File: config.mk
export PLATFORM = sky130hd
export DESIGN_NAME = temp_readout_proc
export DESIGN_NICKNAME = d
export VERILOG_FILES = /design/src/rtl/temp_readout_proc.sv
export SDC_FILE = /design/constraint.sdc
export NUM_CORES = 1
export LEC_CHECK = 0
export ABC_AREA = 1
export CAP_MARGIN = 25
export CORE_MARGIN = 1
export CORE_UTILIZATION = 50
export CTS_BUF_LIST = sky130_fd_sc_hd__clkbuf_8
export DETAILED_ROUTE_END_ITERATION = 10
export GPL_TIMING_DRIVEN = 0
export PLACE_DENSITY = 0.67
export SLEW_MARGIN = 20
export SYNTH_ARGS = -nofsm -noshare
export SYNTH_HDL_FRONTEND = slang
export SYNTH_SLANG_ARGS = --single-unit
export TNS_END_PERCENT = 10
File: constraint.sdc
create_clock -name clk -period 5.58 [get_ports clk]
set_clock_uncertainty 0.05 [all_clocks]
set_input_delay 0.558 -clock clk [delete_from_list [all_inputs] [get_ports clk]]
set_output_delay 0.558 -clock clk [all_outputs]
set_load 0.05 [all_outputs]
File: src/rtl/temp_readout_proc.sv
// Temperature readout processor: averages raw two's-complement samples, tracks min/max,
// converts to tenths of C/F/K and produces BCD digits with leading-zero blanking.
module temp_readout_proc #(
  parameter int W        = 13,
  parameter int FRAC     = 4,
  parameter int AVG_LOG2 = 0,
  parameter int NDIG     = 6
) (
  input  logic              clk,
  input  logic              rst,
  input  logic [W-1:0]      temp,
  input  logic              temp_valid,
  input  logic [1:0]        unit,
  input  logic [1:0]        sel,
  input  logic              clr_minmax,
  output logic [4*NDIG-1:0] digits,
  output logic              neg,
  output logic [NDIG-1:0]   blank,
  output logic              ovf,
  output logic              out_valid,
  output logic              busy
);

  localparam int MAGW = W + 6;
  localparam int TW   = MAGW + 1;
  localparam int SW   = W + AVG_LOG2;
  localparam int CW   = (AVG_LOG2 > 0) ? AVG_LOG2 : 1;
  localparam int DW   = 4 * NDIG;
  localparam int BW   = $clog2(MAGW);

  function automatic logic [63:0] pow10(input int n);
    logic [63:0] p;
    p = 64'd1;
    for (int i = 0; i < n; i++) p = p * 64'd10;
    return p;
  endfunction

  localparam logic [63:0]          LIMIT     = pow10(NDIG);
  localparam logic [NDIG-1:0]      BLANK_RST = ~NDIG'(3);
  localparam logic signed [TW-1:0] K10       = TW'(10);
  localparam logic signed [TW-1:0] K18       = TW'(18);
  localparam logic signed [TW-1:0] OFS_F     = TW'(320);
  localparam logic signed [TW-1:0] OFS_K     = TW'(2732);

  typedef enum logic [1:0] {IDLE, CALC, BCD, DONE} state_t;
  state_t state, state_next;

  logic signed [SW-1:0] acc, sum_next;
  logic [CW-1:0]        cnt;
  logic                 last_sample, avg_strobe, req;
  logic signed [W-1:0]  avg_next, avg_q, min_q, max_q;
  logic                 have_avg, mm_valid, pending;
  logic [1:0]           unit_q, sel_q;

  logic signed [W-1:0]  src;
  logic signed [TW-1:0] src_ext, t_val;
  logic [MAGW-1:0]      mag;
  logic                 ovf_calc;

  logic [DW-1:0]        bcd_q;
  logic [MAGW-1:0]      bin_q;
  logic [BW-1:0]        bit_cnt;
  logic                 neg_q, ovf_q;
  logic [DW+MAGW-1:0]   dd_shift;
  logic [NDIG-1:0]      blank_calc;
  logic                 lead;

  assign sum_next    = acc + SW'(signed'(temp));
  assign avg_next    = W'(sum_next >>> AVG_LOG2);
  assign last_sample = (cnt == CW'((1 << AVG_LOG2) - 1));
  assign avg_strobe  = temp_valid & last_sample;
  assign req         = avg_strobe | (have_avg & ((unit != unit_q) | (sel != sel_q)));
  assign busy        = (state != IDLE);

  // Sample intake runs regardless of FSM state so no sample is lost while converting.
  always_ff @(posedge clk) begin
    // NOTE: reset is sampled on the clock edge, so it lives inside the clocked block and
    // every state register uses non-blocking assignment to avoid ordering races.
    if (!rst) begin
      acc      <= '0;
      cnt      <= '0;
      avg_q    <= '0;
      min_q    <= '0;
      max_q    <= '0;
      have_avg <= 1'b0;
      mm_valid <= 1'b0;
      pending  <= 1'b0;
      unit_q   <= 2'd0;
      sel_q    <= 2'd0;
    end else begin
      unit_q  <= unit;
      sel_q   <= sel;
      pending <= req | (pending & (state != IDLE));
      if (temp_valid) begin
        if (last_sample) begin
          acc      <= '0;
          cnt      <= '0;
          avg_q    <= avg_next;
          have_avg <= 1'b1;
        end else begin
          acc <= sum_next;
          cnt <= cnt + 1'b1;
        end
      end
      if (avg_strobe) begin
        mm_valid <= 1'b1;
        if (clr_minmax || !mm_valid) begin
          min_q <= avg_next;
          max_q <= avg_next;
        end else begin
          if (avg_next < min_q) min_q <= avg_next;
          if (avg_next > max_q) max_q <= avg_next;
        end
      end else if (clr_minmax) begin
        mm_valid <= 1'b0;
      end
    end
  end

  // Unit conversion into signed tenths, evaluated during CALC.
  always_comb begin
    // NOTE: every variable gets a value on every path, so no latch is inferred.
    case (sel_q)
      2'd1:    src = min_q;
      2'd2:    src = max_q;
      default: src = avg_q;
    endcase
    src_ext = TW'(src);
    case (unit_q)
      2'd1:    t_val = ((src_ext * K18) >>> FRAC) + OFS_F;
      2'd2:    t_val = ((src_ext * K10) >>> FRAC) + OFS_K;
      default: t_val = (src_ext * K10) >>> FRAC;
    endcase
    mag      = MAGW'(t_val[TW-1] ? -t_val : t_val);
    ovf_calc = (64'(mag) >= LIMIT);
  end

  function automatic logic [DW-1:0] add3(input logic [DW-1:0] b);
    logic [DW-1:0] r;
    r = b;
    for (int i = 0; i < NDIG; i++)
      if (r[4*i +: 4] >= 4'd5) r[4*i +: 4] = r[4*i +: 4] + 4'd3;
    return r;
  endfunction

  assign dd_shift = {add3(bcd_q), bin_q} << 1;

  // Leading zeros blank from the top down; tenths and units always stay visible.
  always_comb begin
    blank_calc = '0;
    lead       = 1'b1;
    for (int i = NDIG - 1; i >= 0; i--) begin
      if (i >= 2 && lead && bcd_q[4*i +: 4] == 4'd0) blank_calc[i] = 1'b1;
      else                                           lead          = 1'b0;
    end
  end

  always_ff @(posedge clk) begin
    if (!rst) state <= IDLE;
    else      state <= state_next;
  end

  always_comb begin
    state_next = state;
    case (state)
      IDLE: if (pending) state_next = CALC;
      CALC: state_next = BCD;
      BCD:  if (bit_cnt == BW'(MAGW - 1)) state_next = DONE;
      DONE: state_next = IDLE;
      default: state_next = IDLE;
    endcase
  end

  always_ff @(posedge clk) begin
    if (!rst) begin
      bcd_q     <= '0;
      bin_q     <= '0;
      bit_cnt   <= '0;
      neg_q     <= 1'b0;
      ovf_q     <= 1'b0;
      digits    <= '0;
      neg       <= 1'b0;
      blank     <= BLANK_RST;
      ovf       <= 1'b0;
      out_valid <= 1'b0;
    end else begin
      out_valid <= 1'b0;
      case (state)
        CALC: begin
          bin_q   <= mag;
          bcd_q   <= '0;
          bit_cnt <= '0;
          neg_q   <= t_val[TW-1];
          ovf_q   <= ovf_calc;
        end
        BCD: begin
          bcd_q   <= dd_shift[DW+MAGW-1:MAGW];
          bin_q   <= dd_shift[MAGW-1:0];
          bit_cnt <= bit_cnt + 1'b1;
        end
        DONE: begin
          digits    <= ovf_q ? {NDIG{4'h9}} : bcd_q;
          blank     <= ovf_q ? '0 : blank_calc;
          neg       <= neg_q;
          ovf       <= ovf_q;
          out_valid <= 1'b1;
        end
        default: ;
      endcase
    end
  end

endmodule
==> out/results.ini <==
[worst_setup_path]
crit_path_end = bin_q[13]$_SDFFE_PN0P_
reg2reg_slack_ns = 0.76
crit_required_ns = 5.91
cp_max_fo = 10
cp-start-kind = flip-flop
r2r_end = bin_q[13]$_SDFFE_PN0P_
endpoint_kind = flip-flop
timing.critical_path.from = sel_q[0]$_SDFF_PN0_
crit_type = reg2reg
critical_path_arrival_ns = 5.15
worst-r2r-cell-count = 26
rr_startpoint = sel_q[0]$_SDFF_PN0_

[drt]
antenna_left = 0
vias = 8748
finalWirelength_microns = 23100
first_pass_iters = 6
vias_per_cell = 5.29
drc = 0
wl_per_cell_microns = 14.0
drt_first_iter_violations = 483

[layout]
n_fill_cell = 1780
utilization_pct = 58.9
antennaDiodeCount = 0
drive_gt1_share_pct = 7.35
area_growth_pct = 13.5
fin_nets = 1534

[power]
p_leak_nw = 4.73
power_density_mw_per_mm2 = 361
ir_drop_uv = 293

[synthesis]
synthTopCellsByArea = dfxtp_1, ha_1, nand2_1
yosysTopAreaCell = dfxtp_1
async_flop_share_pct = 0
synth_warnings = 0
syn_avg_cell_area_sq_um = 6.74
ys_seq_area_share_pct = 28.0
synth-edff-count = 0
ys_types = 53
synth_top_area_share_pct = 28.0
syn_inst = 1345
ys.flop_type = dfxtp_1
ys_ff_latch = 127
synthesis.area_sq_mm = 0.00907

[clock_network]
path_clk_slew_ns = 0.08
cts_sinks = 127
cts_tree = done
cts_hold_buf = 0
postCtsSetupRepairBufs = 0
root_buffer = clkbuf_8
clk_latency_ns = 0.46
htreeDepth = 4
cts-resized-gates = 0
cts-buffers-inserted = 17
cts_buffer_depth = 2

[timing]
worst_pin_slew_ns = 0.706
fmax_mhz = 207
finalCritPeriodShare_pct = 86.4
slew_viol_final = 0
post-route-min-period_ns = 4.82
relSlewSlack_pct = 52.9
fin_tns_setup_ns = 0
setup_slack_ns = 0.757
setup_viol = 0
hold_viol_final = 0
rsz0062_at_grt = no

[die]
start_util_pct = 51.9
rows = 48
core_sq_mm = 0.0175
dieArea_sq_mm = 0.0187
die_width_microns = 137
die_y_microns = 137
ios = 55

[hold_path]
hold_path_class = reg2reg
min_from = avg_q[3]$_SDFFE_PN0P_

[run_status]
outcome = complete, no violations

[global_routing]
antenna_found_initial = 0
grt-ovfl-total = 0
grt_pass1_vias = 8121
grt_pass1_wl_microns = 38400
grt_max_degree = 17
grt_usage_pct = 26.0

[flow_run]
drv_cap = 0

[placed_design]
routabilityCongestion = 0.857
io_buffers = 50
pre_cts_slack_ns = 0.809
place_hpwl_microns = 18300

## worst max-delay path: stages, from the launching register on
cell and delay, ns:
dfxtp_1 0.35, inv_1 0.07, ha_1 0.34, buf_1 0.25, a221o_1 0.33, o21ai_0 0.08, inv_1 0.15, ha_1 0.32
ha_1 0.28, fa_1 0.52, xnor2_2 0.21, ha_1 0.21, inv_1 0.07, nand3_2 0.09, nand3_1 0.09, nand3_1 0.06
o21ai_1 0.19, nand3_1 0.18, a21oi_2 0.18, nand2_1 0.11, nor2_4 0.11, nand3_2 0.07, nand2_2 0.09, nand2_1 0.06
nand2_1 0.06, nand3_1 0.10, a21oi_1 0.15
## cells in the mapped netlist, types with 2 or more instances
master,n
o211ai_1,6
clkinv_1,2
clkbuf_1,39
fa_1,2
nand4_1,23
buf_2,2
nor3_1,8
o2111ai_1,2
inv_1,180
dfxtp_1,127
o22ai_1,9
nor2_4,2
a31oi_1,6
nor2_2,6
a22o_1,2
buf_6,3
inv_2,8
nand2_4,3
nand3b_1,2
a221o_1,12
a21oi_1,137
buf_4,4
nand2_2,22
a211oi_1,3
nand3_1,95
xnor2_1,2
nand2_1,301
ha_1,95
o21ai_1,4
a21boi_0,3
nor2_1,76
a21oi_2,4
xor2_1,15
o31ai_1,2
o21ai_0,109
nand3_2,10
or2_2,3
## power by group
group          leakage, nW  total, mW  internal, mW  switching, mW
sequential            1.04       1.09          1.03         0.0562
clock                0.210      0.874         0.458          0.416
combinational         3.48       1.75         0.576           1.17
## cell type report
type | instances | area [sq um] | area share [%]
Multi-Input combinational cell | 979 | 5570 | 54.2
Sequential cell | 127 | 2540 | 24.7
Inverter | 191 | 719 | 6.99
Timing Repair Buffer | 50 | 500 | 4.86
Tap cell | 225 | 282 | 2.74
Buffer | 50 | 238 | 2.31
Clock buffer | 17 | 234 | 2.27
Clock inverter | 15 | 199 | 1.93
## layer usage
| layer | global-route usage [%] | wire length [microns] |
|---|---|---|
| met5 | 0 | 0 |
| met4 | 7.41 | 258 |
| met3 | 3.59 | 970 |
| met2 | 42.0 | 10400 |
| met1 | 35.9 | 11400 |
## cell usage in the layout (no fill, tap or decap), drive strengths merged, types with 2 or more instances in the layout
master / netlist / routed
nand2: 326 / 326
inv: 189 / 197
a21oi: 141 / 141
dfxtp: 127 / 127
o21ai: 114 / 114
nand3: 105 / 105
ha: 95 / 95
nor2: 84 / 84
clkbuf: 40 / 57
clkdlybuf4s50: 0 / 50
nand4: 23 / 23
xor2: 15 / 15
a221o: 12 / 12
buf: 10 / 10
o22ai: 9 / 9
nor3: 9 / 9
o211ai: 6 / 6
a31oi: 6 / 6
a21boi: 3 / 3
or2: 3 / 3
a211oi: 3 / 3
conb: 1 / 3
bufinv: 0 / 3
clkinvlp: 0 / 3
clkinv: 2 / 3
xnor2: 3 / 3
a22o: 2 / 2
nand3b: 2 / 2
o2111ai: 2 / 2
o31ai: 2 / 2
fa: 2 / 2
## per-stage QoR
step,power (mW),instance area [sq um],std cells,hold slack (ns)
6_report,3.71,10300,1654,0.410
5_1_grt,3.99,10300,1654,0.427
4_1_cts,3.72,10300,1654,0.411
3_5_place_dp,2.85,9860,1622,0.400
3_3_place_gp,2.83,9860,1622,0.395
2_1_floorplan,2.40,9070,1347,0.384
## sequential cells by signal (all words and copies together) (netlist names)
name       flops
digits        24
unit_q         2
have_avg       1
max_q         13
out_valid      1
pending        1
sel_q          2
neg_q          1
neg            1
avg_q         13
bin_q         19
state          2
mm_valid       1
bcd_q         24
bit_cnt        5
min_q         13
blank          4
## cell families (layout without fill, tap and decap cells)
| family | Yosys count | after routing | synth area share (%) |
|---|---|---|---|
| adders and majority gates | 97 | 97 | 13.6 |
| DFF | 127 | 127 | 28.0 |
| buffers and inverters | 241 | 323 | 10.6 |
| and+or+nand+nor | 556 | 556 | 27.3 |
| AOI/OAI and AO/OA | 305 | 305 | 18.6 |
| xor gates and xnor gates | 18 | 18 | 1.82 |
| other | 1 | 3 | 0.0414 |
## how the worst min path moves through the flow
stage                                   endpoint  slack, ns  depth (start not counted)
after global routing      bin_q[18]$_SDFFE_PN0P_       0.43                          2
after floorplan            have_avg$_SDFFE_PN0P_       0.38                          2
after global placement     avg_q[6]$_SDFFE_PN0P_       0.39                          2
final                      avg_q[3]$_SDFFE_PN0P_       0.41                          2
after detailed placement   avg_q[6]$_SDFFE_PN0P_       0.40                          2
after CTS                  avg_q[6]$_SDFFE_PN0P_       0.41                          2
(Power assumes the default switching activity.)
